### config.mk
export PLATFORM = sky130hd
export DESIGN_NAME = alu_rr_sched
export DESIGN_NICKNAME = d
export VERILOG_FILES = /design/src/rtl/alu_pkg.sv /design/src/rtl/alu_core.sv /design/src/rtl/alu_rr_sched.sv
export SDC_FILE = /design/constraint.sdc
export NUM_CORES = 1
export LEC_CHECK = 0
export ABC_AREA = 1
export ABC_CLOCK_PERIOD_IN_PS = 5800
export CORE_ASPECT_RATIO = 2
export CORE_UTILIZATION = 33
export CTS_BUF_LIST = sky130_fd_sc_hd__clkbuf_4 sky130_fd_sc_hd__clkbuf_8 sky130_fd_sc_hd__clkbuf_16
export DETAILED_ROUTE_END_ITERATION = 6
export GPL_TIMING_DRIVEN = 1
export HOLD_SLACK_MARGIN = 0.1
export PLACE_DENSITY_LB_ADDON = 0.1
export SYNTH_ARGS = -nofsm -noshare
export SYNTH_HDL_FRONTEND = slang
export SYNTH_SLANG_ARGS = --single-unit
### constraint.sdc
create_clock -name clk -period 5.8 [get_ports clk]
set_clock_uncertainty 0.2 [all_clocks]
set_input_delay 1.16 -clock clk [delete_from_list [all_inputs] [get_ports clk]]
set_output_delay 1.16 -clock clk [all_outputs]
set_load 0.03 [all_outputs]
### src/rtl/alu_pkg.sv
// -----------------------------------------------------------------------------
// alu_pkg
// Shared types for the round-robin ALU scheduler: opcode encoding, scheduler
// FSM state encoding and the default operand width.
// No ports (package).
// -----------------------------------------------------------------------------
package alu_pkg;

    localparam int DATA_W_DEF = 8;

    typedef enum logic [2:0] {
        ALU_ADD = 3'b000,
        ALU_SUB = 3'b001,
        ALU_SHL = 3'b010,
        ALU_SHR = 3'b011,
        ALU_AND = 3'b100,
        ALU_OR  = 3'b101,
        ALU_XOR = 3'b110,
        ALU_EQ  = 3'b111
    } alu_op_e;

    typedef enum logic [1:0] {
        IDLE = 2'd0,
        EXEC = 2'd1,
        RESP = 2'd2
    } sched_state_e;

endpackage

### src/rtl/alu_core.sv
// -----------------------------------------------------------------------------
// alu_core
// Purely combinational ALU datapath.
// Ports:
//   a_i, b_i   [DATA_W]  operands
//   op_i       alu_op_e  opcode
//   result_o   [DATA_W]  result (add/sub wrap, shifts use b[2:0], eq is 0/1)
// -----------------------------------------------------------------------------
import alu_pkg::*;

module alu_core #(
    parameter int DATA_W = DATA_W_DEF
) (
    input  logic [DATA_W-1:0] a_i,
    input  logic [DATA_W-1:0] b_i,
    input  alu_op_e           op_i,
    output logic [DATA_W-1:0] result_o
);

    always_comb begin
        result_o = '0;
        case (op_i)
            ALU_ADD: result_o = a_i + b_i;
            ALU_SUB: result_o = a_i - b_i;
            ALU_SHL: result_o = a_i << b_i[2:0];
            ALU_SHR: result_o = a_i >> b_i[2:0];
            ALU_AND: result_o = a_i & b_i;
            ALU_OR:  result_o = a_i | b_i;
            ALU_XOR: result_o = a_i ^ b_i;
            ALU_EQ:  result_o = {{(DATA_W-1){1'b0}}, (a_i == b_i)};
            default: result_o = '0;
        endcase
    end

endmodule

### src/rtl/alu_rr_sched.sv
// -----------------------------------------------------------------------------
// alu_rr_sched
// Two-requester round-robin front end for a single shared ALU. One operation
// is in flight at a time: accept (IDLE) -> compute (EXEC) -> respond (RESP).
//
// State | meaning
// IDLE  | waiting for a request; ready asserted to the arbitration winner
// EXEC  | latched operands go through alu_core, result registered
// RESP  | result presented until rsp_valid_o & rsp_ready_i
//
// Ports:
//   clk, reset              clock, synchronous active-high reset
//   req_valid_i/req_ready_o per-requester handshake (bit 0/1)
//   req{0,1}_{a,b,op}_i     operands and opcode of each requester
//   rsp_valid_o/rsp_ready_i response handshake
//   rsp_id_o, rsp_data_o    owning requester and result
//   grant_cnt{0,1}_o        saturating accept counters
//
// Build option: define ALU_RR_SCHED_STATS_EN to implement the grant counters;
// otherwise the counter ports read constant zero.
// -----------------------------------------------------------------------------
import alu_pkg::*;

module alu_rr_sched #(
    parameter int DATA_W = DATA_W_DEF,
    parameter int CNT_W  = 16
) (
    input  logic              clk,
    input  logic              reset,
    input  logic [1:0]        req_valid_i,
    output logic [1:0]        req_ready_o,
    input  logic [DATA_W-1:0] req0_a_i,
    input  logic [DATA_W-1:0] req0_b_i,
    input  logic [2:0]        req0_op_i,
    input  logic [DATA_W-1:0] req1_a_i,
    input  logic [DATA_W-1:0] req1_b_i,
    input  logic [2:0]        req1_op_i,
    output logic              rsp_valid_o,
    input  logic              rsp_ready_i,
    output logic              rsp_id_o,
    output logic [DATA_W-1:0] rsp_data_o,
    output logic [CNT_W-1:0]  grant_cnt0_o,
    output logic [CNT_W-1:0]  grant_cnt1_o
);

    sched_state_e      state_q, state_d;
    logic              ptr_q;       // 1: requester 1 wins a tie
    logic              id_q;
    logic [DATA_W-1:0] a_q, b_q;
    alu_op_e           op_q;
    logic [DATA_W-1:0] rsp_data_q;
    logic [DATA_W-1:0] alu_res;

    logic any_valid;
    logic win_id;
    logic accept;

    // Requester 1 wins when it is alone, or when both ask and the pointer favours it.
    always_comb begin
        any_valid = |req_valid_i;
        win_id    = req_valid_i[1] & (~req_valid_i[0] | ptr_q);
        accept    = (state_q == IDLE) && any_valid && !reset;
    end

    always_ff @(posedge clk) begin
        if (reset) state_q <= IDLE;
        else       state_q <= state_d;
    end

    always_comb begin
        state_d = state_q;
        case (state_q)
            IDLE:    if (accept) state_d = EXEC;
            EXEC:    state_d = RESP;
            RESP:    if (rsp_ready_i) state_d = IDLE;
            default: state_d = IDLE;
        endcase
    end

    // Outputs are forced low during the reset cycle itself, not only after it.
    always_comb begin
        req_ready_o = '0;
        rsp_valid_o = 1'b0;
        if (!reset) begin
            case (state_q)
                IDLE:    if (any_valid) req_ready_o[win_id] = 1'b1;
                RESP:    rsp_valid_o = 1'b1;
                default: ;
            endcase
        end
    end

    assign rsp_id_o   = reset ? 1'b0 : id_q;
    assign rsp_data_o = reset ? '0 : rsp_data_q;

    always_ff @(posedge clk) begin
        if (reset) begin
            ptr_q      <= 1'b0;
            id_q       <= 1'b0;
            a_q        <= '0;
            b_q        <= '0;
            op_q       <= ALU_ADD;
            rsp_data_q <= '0;
        end else begin
            if (accept) begin
                id_q  <= win_id;
                a_q   <= win_id ? req1_a_i : req0_a_i;
                b_q   <= win_id ? req1_b_i : req0_b_i;
                op_q  <= alu_op_e'(win_id ? req1_op_i : req0_op_i);
                ptr_q <= ~win_id;
            end
            if (state_q == EXEC) rsp_data_q <= alu_res;
        end
    end

    alu_core #(.DATA_W(DATA_W)) u_alu_core (
        .a_i      (a_q),
        .b_i      (b_q),
        .op_i     (op_q),
        .result_o (alu_res)
    );

`ifdef ALU_RR_SCHED_STATS_EN
    logic [CNT_W-1:0] cnt0_q, cnt1_q;

    always_ff @(posedge clk) begin
        if (reset) begin
            cnt0_q <= '0;
            cnt1_q <= '0;
        end else if (accept) begin
            if (!win_id && (cnt0_q != '1)) cnt0_q <= cnt0_q + CNT_W'(1);
            if ( win_id && (cnt1_q != '1)) cnt1_q <= cnt1_q + CNT_W'(1);
        end
    end

    assign grant_cnt0_o = cnt0_q;
    assign grant_cnt1_o = cnt1_q;
`else
    assign grant_cnt0_o = '0;
    assign grant_cnt1_o = '0;
`endif

endmodule

==> results_dict.tcl <==
set metrics [dict create \
    outcome "completed" \
    final_hold_viol_count 0 \
    clock_path_buffers 2 \
    yosys.area.top_type_share 0.1925 \
    async_flop_share 0 \
    die_w_microns 72.03 \
    synth_mux_area_frac 0 \
    dpl.hpwl_mm 8.861 \
    hold_path_class "register to register" \
    finalNonFillerCells 715 \
    initialDrtViolationCount 176 \
    post_cts_resized 0 \
    ir_drop_uv 148.6 \
    hold_buffers 0 \
    yosysWarnings 0 \
    start_util 0.3426 \
    nets 653 \
    fillers 1072 \
    place_area_sq_um 3726 \
    synth_ff_type "dfxtp_1" \
    synth_area_leaders "nand2_1 (19%), dfxtp_1 (19%), ha_1 (9.3%), buf_4 (8.6%), nand3_1 (7.3%)" \
    row_count 50 \
    numPlacedInstances 707 \
    detail_route.wl_per_cell_microns 15.19 \
    finalSetupViolations 0 \
    via_per_inst 4.822 \
    post-route-util 0.4114 \
    ant_nets 0 \
    die_area_sq_um 10230 \
    leakage_nw 1.730 \
    drcViolationCount 0 \
    place.gp.congestion 0.9643 \
    worst_ep_required_time_ps 4440 \
    vias 3448 \
    critical_path_class "input port to output port" \
    port-buffer-count 54 \
    min_from "ptr_q" \
    netlist_instances 542 \
    totalPowerFinal_mw 0.8387 \
    area_delta_synth_final_pct 20.06 \
    relSlewSlack 0.4970 \
    synthAdderAreaFrac 0.1051 \
    grt-ovfl-total 0 \
    post_cts_buffers 0 \
    yosysTopAreaCell "nand2_1" \
    synth_edf_count 0 \
    clkSinkCount 31 \
    io-pin-count 87 \
    r2r_start "b_q[1]" \
    seq_area_frac_synth 0.1917 \
    antenna_found_initial 0 \
    synth_compound_area_frac 0.1156 \
    start_kind "input port" \
    wirelength_mm 10.86 \
    grt_usage 0.2266 \
    crit_path_end_kind "output port" \
    grt_setup_unrepaired "false" \
    ys_ff_latch 31 \
    grt_pass1_wl_mm 17.16 \
    layout-drive-gt1-share 0.05812 \
    fmax_mhz 228.2 \
    worstSetupStartpoint "req_valid_i[0]" \
    clk_pin_slew_ps 50 \
    period_needed_ps 4383 \
    grt_max_degree 36 \
    synthSimpleGateAreaFrac 0.3920 \
    syn_area_sq_um 3237 \
    drtPass1Iterations 6 \
    finalCritPeriodShare 0.7556 \
    numCtsBuffers 5 \
    die_h_microns 142.1 \
    grt_pass1_vias 3367 \
    fin_setup_tns_ps 0 \
    diodes 0 \
    cp_max_fo 21 \
    cts_tree "built" \
    cts_root_buf "clkbuf_16" \
    synth_top_family_by_area "simple AND/OR/NAND/NOR gates" \
    tightest_slew_ps 753.5 \
    htreeDepth 2 \
    power.density_nw_per_um2 215.8 \
    maxCapViolCount 0 \
    synth-xor-area-share 0.002706 \
    clk_latency_ps 290 \
    slew_viol_final 0 \
    worstPathArrival_ps 3020 \
    synth.avg_cell_area_sq_um 5.972 \
    floorplan.core_area_sq_um 9447 \
    stdcell_area_sq_um 3886 \
    synthDistinctLibCells 38 \
]
==> cell usage after synthesis, drive strengths merged (2+ instances only) <==
library cell  number
o21ai             20
nand2            168
inv               70
nand3             49
ha                24
or2                2
nand4             10
fa                 2
a21oi             15
and2               3
o21bai             2
nand3b             2
buf               51
nor2              54
o211ai             3
dfxtp             31
clkbuf             3
a31oi             19
nor3               7
==> critical path: stages <==
cell             delay [ps]
clkdlybuf4s50_1         490
inv_1                    50
o21ai_1                 180
inv_1                    80
nor2_2                  100
buf_4                   240
clkdlybuf4s50_1         720
==> metal layers <==
metal / vias up / global-route usage / wire length (microns)
met5: - / 0 / 0
met4: 0 / 0.1558 / 723
met3: 35 / 0.02833 / 265
met2: 110 / 0.4429 / 6158
met1: 1559 / 0.2074 / 3711
li1: 1744 / - / -
==> kinds of logic after synthesis <==
family,Yosys count
adder cells (fa/ha/maj),26
XOR/XNOR,1
AO/OA/AOI/OAI,64
flip-flops,31
buffers and inverters,124
other,1
AND/OR/NAND/NOR,295
==> layout make-up <==
class                           instances  area [sq um]  share of cell area
Clock inverter                          1         7.507            0.001932
Tap cell                              130         162.7             0.04185
Timing Repair Buffer                   58         568.0              0.1462
Sequential cell                        31         620.6              0.1597
Clock buffer                            7         152.6             0.03928
Inverter                               70         262.8             0.06761
Multi-Input combinational cell        418          2112              0.5435
==> placed cells by master, fill, tap and decap left out, types with 2 or more instances in the layout <==
cell             count
ha_1                24
nor2_2               3
o211ai_1             3
nand2_2              2
nand3b_1             2
o21ai_0             14
nand3_2              2
a31oi_1             19
nor2_1              50
o21ai_1              5
dfxtp_1             31
clkbuf_16            5
conb_1              32
a21oi_1             15
inv_2                9
clkbuf_8             2
o21bai_1             2
clkdlybuf4s50_1     53
nand3_1             47
buf_4                5
nand2_1            166
nand4_1             10
and2_1               3
nor3_1               5
fa_1                 2
inv_1               61
==> registers in the layout, indices dropped and copies added, names as in the netlist <==
| name | cells |
|---|---|
| op_q | 3 |
| a_q | 8 |
| b_q | 8 |
| rsp_data_q | 8 |
| ptr_q | 1 |
| state_q | 2 |
| id_q | 1 |
==> per-stage QoR <==
stage / setup slack, ps / hold slack, ps
3_3_place_gp: 1430 / 260.5
3_5_place_dp: 1418 / 262.6
6_report: 1417 / 268.0
5_1_grt: 1337 / 315.8
4_1_cts: 1412 / 270.9
2_1_floorplan: 2337 / 245.5
==> power by group <==
part	switching, mW	total, mW	internal (mW)
logic	0.193	0.296	0.103
registers	0.0250	0.256	0.231
clock network	0.105	0.287	0.183
total	0.322	0.839	0.517
==> worst paths after layout <==
kind	slack, ps	cells after the start	endpoint
max	1420	7	req_ready_o[0]
min	270	2	ptr_q
max reg2reg	2760	10	rsp_data_q[7]
min reg2reg	270	2	ptr_q
Power figures use the tool's default switching activity.
